$ cat src/rtl/wgt_buf_writer.sv
// Weight buffer fill stage: packs IN_W-bit stream beats into TN x INT8 rows,
// writes them into the current ping/pong bank and tracks per-bank ownership.
// Optional macro WGT_WR_PERF_CNT_EN adds the stall_cnt output and its counter.
module wgt_buf_writer #(
  parameter int TN         = 14,
  parameter int ADDR_WIDTH = 7,
  parameter int IN_W       = 64
) (
  input  logic                  clk,
  input  logic                  rst_n,
  input  logic                  start,
  input  logic [ADDR_WIDTH:0]   num_rows,
  input  logic                  s_valid,
  output logic                  s_ready,
  input  logic [IN_W-1:0]       s_data,
  output logic                  we,
  output logic [ADDR_WIDTH-1:0] waddr,
  output logic [TN*8-1:0]       wdata,
  output logic                  bank_sel_wr,
  output logic [1:0]            bank_full,
  input  logic                  release_req,
  input  logic                  release_bank,
  output logic                  busy,
  output logic                  done,
  output logic                  err
`ifdef WGT_WR_PERF_CNT_EN
  ,
  output logic [31:0]           stall_cnt
`endif
);

  localparam int RW  = TN * 8;
  localparam int BPR = (RW + IN_W - 1) / IN_W;
  localparam int PW  = BPR * IN_W;
  localparam int BW  = (BPR > 1) ? $clog2(BPR) : 1;

  localparam logic [BW-1:0]         LAST_BEAT = BW'(BPR - 1);
  localparam logic [BW-1:0]         BEAT_ONE  = BW'(1);
  localparam logic [ADDR_WIDTH:0]   ROW_ONE   = (ADDR_WIDTH + 1)'(1);
  localparam logic [ADDR_WIDTH:0]   MAX_ROWS  = {1'b1, {ADDR_WIDTH{1'b0}}};

  typedef enum logic [1:0] {
    IDLE      = 2'd0,
    WAIT_BANK = 2'd1,
    FILL      = 2'd2,
    COMMIT    = 2'd3
  } state_e;

  state_e                state_q, state_d;
  logic                  wr_bank_q, wr_bank_d;
  logic [1:0]            bank_full_q, bank_full_d;
  logic [ADDR_WIDTH:0]   rows_q, rows_d;
  logic [ADDR_WIDTH:0]   row_cnt_q, row_cnt_d;
  logic [BW-1:0]         beat_cnt_q, beat_cnt_d;
  logic [PW-1:0]         pack_q, pack_d;
  logic                  we_q, we_d;
  logic [ADDR_WIDTH-1:0] waddr_q, waddr_d;
  logic [RW-1:0]         wdata_q, wdata_d;
  logic                  bank_sel_q, bank_sel_d;
  logic                  err_q, err_d;

  logic                  commit;
  logic                  start_legal;
  logic [PW-1:0]         row_next;

  assign start_legal = (num_rows != '0) && (num_rows <= MAX_ROWS);
  assign commit      = (state_q == COMMIT);

  // Next-state logic: tile sequencing, beat packing, row writes and bank ownership.
  always_comb begin
    state_d     = state_q;
    wr_bank_d   = wr_bank_q;
    bank_full_d = bank_full_q;
    rows_d      = rows_q;
    row_cnt_d   = row_cnt_q;
    beat_cnt_d  = beat_cnt_q;
    pack_d      = pack_q;
    we_d        = 1'b0;
    waddr_d     = waddr_q;
    wdata_d     = wdata_q;
    bank_sel_d  = bank_sel_q;
    err_d       = err_q;

    row_next = pack_q;
    for (int b = 0; b < BPR; b++) begin
      if (beat_cnt_q == BW'(b)) begin
        row_next[b*IN_W +: IN_W] = s_data;
      end
    end

    unique case (state_q)
      IDLE: begin
        if (start) begin
          if (start_legal) begin
            rows_d     = num_rows;
            row_cnt_d  = '0;
            beat_cnt_d = '0;
            state_d    = bank_full_q[wr_bank_q] ? WAIT_BANK : FILL;
          end else begin
            err_d = 1'b1;
          end
        end
      end
      WAIT_BANK: begin
        if (!bank_full_q[wr_bank_q]) begin
          state_d = FILL;
        end
      end
      FILL: begin
        if (s_valid) begin
          pack_d = row_next;
          if (beat_cnt_q == LAST_BEAT) begin
            beat_cnt_d = '0;
            we_d       = 1'b1;
            waddr_d    = row_cnt_q[ADDR_WIDTH-1:0];
            wdata_d    = row_next[RW-1:0];
            bank_sel_d = wr_bank_q;
            row_cnt_d  = row_cnt_q + ROW_ONE;
            if ((row_cnt_q + ROW_ONE) == rows_q) begin
              state_d = COMMIT;
            end
          end else begin
            beat_cnt_d = beat_cnt_q + BEAT_ONE;
          end
        end
      end
      COMMIT: begin
        wr_bank_d = ~wr_bank_q;
        state_d   = IDLE;
      end
      default: state_d = IDLE;
    endcase

    // A release colliding with the commit of the same bank is not an error.
    if (release_req) begin
      if (!bank_full_q[release_bank] && !(commit && (wr_bank_q == release_bank))) begin
        err_d = 1'b1;
      end
      bank_full_d[release_bank] = 1'b0;
    end
    if (commit) begin
      bank_full_d[wr_bank_q] = 1'b1;
    end
  end

  // State and datapath registers; reset aborts any tile in flight.
  always_ff @(posedge clk or negedge rst_n) begin
    if (!rst_n) begin
      state_q     <= IDLE;
      wr_bank_q   <= 1'b0;
      bank_full_q <= 2'b00;
      rows_q      <= '0;
      row_cnt_q   <= '0;
      beat_cnt_q  <= '0;
      pack_q      <= '0;
      we_q        <= 1'b0;
      waddr_q     <= '0;
      wdata_q     <= '0;
      bank_sel_q  <= 1'b0;
      err_q       <= 1'b0;
    end else begin
      state_q     <= state_d;
      wr_bank_q   <= wr_bank_d;
      bank_full_q <= bank_full_d;
      rows_q      <= rows_d;
      row_cnt_q   <= row_cnt_d;
      beat_cnt_q  <= beat_cnt_d;
      pack_q      <= pack_d;
      we_q        <= we_d;
      waddr_q     <= waddr_d;
      wdata_q     <= wdata_d;
      bank_sel_q  <= bank_sel_d;
      err_q       <= err_d;
    end
  end

  assign s_ready     = (state_q == FILL);
  assign busy        = (state_q != IDLE);
  assign done        = commit;
  assign we          = we_q;
  assign waddr       = waddr_q;
  assign wdata       = wdata_q;
  assign bank_sel_wr = bank_sel_q;
  assign bank_full   = bank_full_q;
  assign err         = err_q;

`ifdef WGT_WR_PERF_CNT_EN
  logic [31:0] stall_q, stall_d;

  assign stall_d = (((state_q == WAIT_BANK) || ((state_q == FILL) && !s_valid)) && (stall_q != 32'hFFFF_FFFF))
                   ? stall_q + 32'd1 : stall_q;

  // Saturating count of cycles spent waiting for a bank or starved of beats.
  always_ff @(posedge clk or negedge rst_n) begin
    if (!rst_n) begin
      stall_q <= '0;
    end else begin
      stall_q <= stall_d;
    end
  end

  assign stall_cnt = stall_q;
`endif

endmodule

$ cat config.mk
export PLATFORM = sky130hd
export DESIGN_NAME = wgt_buf_writer
export DESIGN_NICKNAME = d
export VERILOG_FILES = /design/src/rtl/wgt_buf_writer.sv
export SDC_FILE = /design/constraint.sdc
export NUM_CORES = 1
export LEC_CHECK = 0
export ABC_AREA = 1
export CAP_MARGIN = 30
export CORE_MARGIN = 2
export CORE_UTILIZATION = 45
export CTS_CLUSTER_SIZE = 14
export DETAILED_ROUTE_END_ITERATION = 7
export PLACE_DENSITY = 0.74
export SLEW_MARGIN = 15
export SYNTH_ARGS = -nofsm -noshare
export SYNTH_HDL_FRONTEND = slang
export SYNTH_SLANG_ARGS = --single-unit
export TNS_END_PERCENT = 1
$ cat constraint.sdc
create_clock -name clk -period 2.7 [get_ports clk]
set_clock_uncertainty 0.2 [all_clocks]
set_input_delay 0.27 -clock clk [delete_from_list [all_inputs] [get_ports clk]]
set_output_delay 0.27 -clock clk [all_outputs]
set_load 0.01 [all_outputs]
# Word level (Yosys, flattened, before mapping)
# Cells that the tools add are included.
[totals] ff_bits=256 in_bits=78 output_inout_bits=127 wordCells=89
[op_classes] addsub=2 n_lt_le_gt_ge=5 eq_ne=11 muxes=38 n_bitwise=4 n_reduce_logical=17
[op_table] operator="$mux 64" count=1
[op_table] operator="$mux 48" count=1
[op_table] operator="$mux 8" count=4
[op_table] operator="$mux 1" count=18
[op_table] operator="$mux 2" count=9
[op_table] operator="$pmux 8 s2" count=1
[op_table] operator="$add 8x1->8 const B" count=1
[op_table] operator="$eq 8x8->1" count=1
[op_table] operator="$le 8x8->1 const B" count=1
[op_table] operator="$ne 2x2->1 const B" count=4
[op_table] operator="$pmux 2 s4" count=1
[op_table] operator="$reduce_bool 8->1" count=1
[op_table] operator="$reduce_and 3->1" count=2
[op_table] operator="$reduce_and 6->1" count=1
[op_table] operator="$logic_and 1x1->1" count=5
[op_table] operator="$reduce_and 5->1" count=1
[op_table] operator="$eq 2x2->1 const B" count=2
[op_table] operator="$lt 1x2->1 const B" count=2
[op_table] operator="$ne 2x1->1 const B" count=2
[op_table] operator="$reduce_and 4->1" count=1
[op_table] operator="$reduce_bool 2->1" count=2
[op_table] operator="$and 2x2->2" count=1
[op_table] operator="$demux 1 s1" count=2
[op_table] operator="$eq 2x1->1 const B" count=1
[op_table] operator="10 further kinds" count=12

# Longest topological paths before layout
# Gate-level depths: netlist (run 1).
[logic_depth] depth_word=9 ltp_mapped=14 ltp_nobuf=14

# Worst setup path after synthesis (run 1)
# Ideal clock, no wire load.
[synth_timing] path_type="reg-to-reg" startpoint="register state_q[0]" endpoint="register row_cnt_q[0]" setup_time_ps=117 arrival_time_ps=1668 t_required_ps=2383 path_slack_ps=715 stages_incl_launch_ff=10 n_path_buf=0 period_less_slack_ps=1985 cell_sequence="dfrtp_1 -> inv_1 -> ha_1 -> inv_2 -> o22ai_1 -> a21o_1 -> nor2_2 -> nand2_2 -> nand2_1 -> nand2_1"
[synth_via] elab_chain_cells=3 word_cells_on_any_way=9 cone_classes="5 x eq/ne; 1 x mux; 3 x reduce/logical"
[synth_rtl] element="from (decl)" line_no="49" rtl="state_e state_q, state_d;"
[synth_rtl] element="from (signal assigned)" line_no="162" rtl="state_q <= state_d;"
[synth_rtl] element="$eq 2x2->1 *"
[synth_rtl] element="named net s_ready" line_no="14" rtl="output logic s_ready,"
[synth_rtl] element="$ne 2x1->1 (no source line), or another cell as far along"
[synth_rtl] element="$reduce_and 5->1 (no source line)"
[synth_rtl] element="to (signal assigned)" line_no="166" rtl="row_cnt_q <= row_cnt_d;"
[synth_rtl] element="to (decl)" line_no="53" rtl="logic [ADDR_WIDTH:0] row_cnt_q, row_cnt_d;"
# Mark *: on every way through the listed nets, which the timed path passes. The rest lies on a longest branch.
# A chain may end at the register's enable or synchronous reset.

# Worst setup path in the final report (run 1)
[layout_timing] startpoint="register state_q[0]" endpoint="output s_ready"
[layout_via] elab_chain_cells=1
[layout_rtl] element="$eq 2x2->1" line_no="177" rtl="assign s_ready = (state_q == FILL);"
[layout_rtl] element="to (decl)" line_no="14"
# Every way passes these cells.

==> results of run 1 <==
## logic make-up (layout without fill, tap and decap cells)
kind of cell    Yosys count  after routing  share of synthesized area
simple gates            233            233                      0.113
buf+inv                  62            283                     0.0379
fa+ha+maj                 6              6                    0.00886
xor+xnor                  3              3                    0.00310
compound gates           75             75                     0.0470
mux                     132            132                      0.175
flops                   208            208                      0.614
## metrics by stage
step           utilization  hold WS (ps)  cell area (µm²)  total power [W]
3_5_place_dp         0.579           134            10800           0.0104
4_1_cts              0.617           125            11500           0.0134
6_report             0.617           143            11500           0.0133
2_1_floorplan            -          -226             8470          0.00780
3_3_place_gp         0.579           130            10800           0.0103
5_1_grt              0.617           143            11500           0.0141
## registers in the layout, summed over array words and instances (netlist names)
signal	flops
bank_full	2
state_q	2
we	1
rows_q	8
err	1
pack_q	64
waddr	7
wdata	112
bank_sel_wr	1
row_cnt_q	8
wr_bank_q	1
beat_cnt_q	1
## what timing repair did
action,in CTS,in global routing
setup endpoints to repair,0,0
hold buffers,1,0
endpoints found under the hold margin,67,0
## cells in the final DEF, fill, tap and decap left out, types with 8 or more instances in the layout
cell type        Yosys  routed
dfrtp_1            208     208
clkdlybuf4s50_1      0     203
nand2_1            177     177
mux2_2             128     128
o21ai_0             61      61
nand3_1             27      27
inv_1               26      26
clkbuf_16            0      23
nor2_1              20      20
buf_4               10       8
## power by group through the flow
| stage | clock network, W | logic (W) | registers [W] |
|---|---|---|---|
| after floorplan | 0 | 0.00214 | 0.00566 |
| after global placement | 0 | 0.00497 | 0.00533 |
| after detailed placement | 0 | 0.00505 | 0.00538 |
| after CTS | 0.00300 | 0.00507 | 0.00535 |
| after global routing | 0.00312 | 0.00543 | 0.00552 |
| final | 0.00291 | 0.00501 | 0.00534 |
## final timing paths
path,startpoint,endpoint,slack [ps],depth (start not counted)
worst min-delay path,s_data[3],wdata[67],140,3
worst max register to register,state_q[0],row_cnt_q[6],420,9
worst max-delay path,state_q[0],s_ready,240,3
worst min register to register,pack_q[8],pack_q[8],290,1
min in group asynchronous,rst_n,rows_q[5],160,2
max in group asynchronous,rst_n,wdata[52],1450,3
## layer usage
layer  vias to the layer above  GRT usage  share of wire
li1                       2802          -              -
met1                      2944      0.247           0.43
met2                       165      0.316           0.48
met3                        29     0.0496          0.073
met4                         0     0.0489          0.018
met5                         -          0              0
## worst min-delay path, cell delays in order
cell	delay (ps)
clkdlybuf4s50_1	410
nand2_1	70
nand2_1	40
## layout make-up
cell class / instances / area share
clock inverter: 5 / 0.00437
tap: 234 / 0.0255
timing repair buffer: 218 / 0.193
multi-input combinational: 449 / 0.257
inverter: 28 / 0.00917
clock buffer: 32 / 0.0566
sequential: 208 / 0.454
==> flow_summary.yaml, run 1 <==
run_status:
  status: "complete, no violations"
critical_path:
  cp_max_fo: 7
  crit_chain: "inv_1, ha_1, clkdlybuf4s50_1"
  critPathTopFamily: "buffers and inverters"
  crit_type: "register to output port"
  required_ps: 2230
  critPathCaptureType: "output port"
  startpoint_type: "register"
  cp_num_buf_inv: 2
  cp.arrival_ps: 1990
  cp_slowest_stage_delay_ps: 630
  cpMaxStageDelayCell: "clkdlybuf4s50_1"
run:
  max_cap_violations: 0
detailed_routing:
  wl_um: 18900
  dr.pass1.iters: 4
  vias_per_cell: 5.06
  vias: 5940
  drc: 0
  routedWlPerCell_um: 16.1
  ant_nets: 0
  drt_iter0_drc: 199
final_layout:
  syn2layout_area_growth_pct: 35.3
  multiInputGateArea_um2: 2950
  diodes: 0
  fill_cells: 1517
  nNetsFinal: 1011
  drive_gt1_frac: 0.196
  ff_latch_area_um2: 5200
  fin_cells: 1174
power_and_ir_drop:
  p_sw_frac: 0.307
  seqPwrFrac: 0.403
  power.switching_w: 0.00407
  p_leak_nw: 5.16
  peakVddDrop_uv: 592
  p_per_area_nw_per_um2: 1160
  p_int_w: 0.00919
  p_clk_frac: 0.219
  p_comb_frac: 0.378
grt:
  grt_pass1_wl_um: 30700
  grt_max_degree: 73
  grt_pass1_vias: 6051
  grt_overflow_total: 0
  grt_antenna_before_repair: 0
  grt.total_usage: 0.189
cts:
  cts_setup_buffers: 0
  clock-sinks: 208
  clk_latency_ps: 490
  cts_buffers: 22
  clk_pin_slew_worst_paths_ps: 60
  clock-root-buffer: "clkbuf_16"
  htree_levels: 1
  clockBufferDepth: 3
  cts_tree: "yes"
  post_cts_resize_count: 0
synthesis:
  syn_area_um2: 8470
  syn_avg_cell_area_um2: 11.8
  synth_top_area_frac: 0.614
  synth.most_common_cell: "dfrtp_1"
  synth_edf_count: 0
  synth_ff_type: "dfrtp_1"
  ys_async_sr_fraction: 1.00
  syn-num-nets: 803
  synth_cells: 719
  synth_common_cells: "208 x dfrtp_1, 177 x nand2_1, 128 x mux2_2"
  synth.distinct_cells: 29
  synth_area_leaders: "dfrtp_1 61%, mux2_2 17%, nand2_1 7.8%, o21ai_0 3.6%, nand3_1 1.6%"
  synth_area_leader_cell: "dfrtp_1"
  ys_ff_latch: 208
  synth_warnings: 0
  ys_seq_area_frac: 0.614
placed_design:
  dp.cells: 1136
  hpwl_um: 12600
  place_congestion: 0.807
  io_buffers: 204
  dp_slack_ps: 291
die:
  rows: 50
  pin_count: 205
  core_area_um2: 18600
  start_util: 0.456
  dieArea_um2: 19900
  fp.dieH_um: 141
  dieWidth_um: 141
timing:
  drv_slew: 0
  finalHoldViolCount: 0
  fin_crit_sh: 0.910
  fmax_ghz: 0.407
  period_needed_ps: 2460
  layout_setup_ws_ps: 243
  relSlewSlack: 0.501
  setup_viol: 0
  setup_tns_ps: 0
  rsz0062_at_grt: "false"
  tightestPinTransition_ps: 745
min_path:
  hp-class: "primary input to register"
(Power assumes the default switching activity.)
==> inputs of run 2 (changes only) <==
--- a/config.mk
+++ b/config.mk
@@ -6,7 +6,6 @@
 export NUM_CORES = 1
 export LEC_CHECK = 0
 export ABC_AREA = 1
-export CAP_MARGIN = 30
 export CORE_MARGIN = 2
 export CORE_UTILIZATION = 45
 export CTS_CLUSTER_SIZE = 14
==> results of run 2 <==
Same layout as run 1: the final DEF is identical, and so are final timing and power.
==> inputs of run 3 (changes only) <==
--- a/config.mk
+++ b/config.mk
@@ -11,7 +11,7 @@
 export CTS_CLUSTER_SIZE = 14
 export DETAILED_ROUTE_END_ITERATION = 7
 export PLACE_DENSITY = 0.74
-export SLEW_MARGIN = 15
+export SLEW_MARGIN = 20
 export SYNTH_ARGS = -nofsm -noshare
 export SYNTH_HDL_FRONTEND = slang
 export SYNTH_SLANG_ARGS = --single-unit
==> results of run 3 <==
Same layout as run 1: the final DEF is identical, and so are final timing and power.
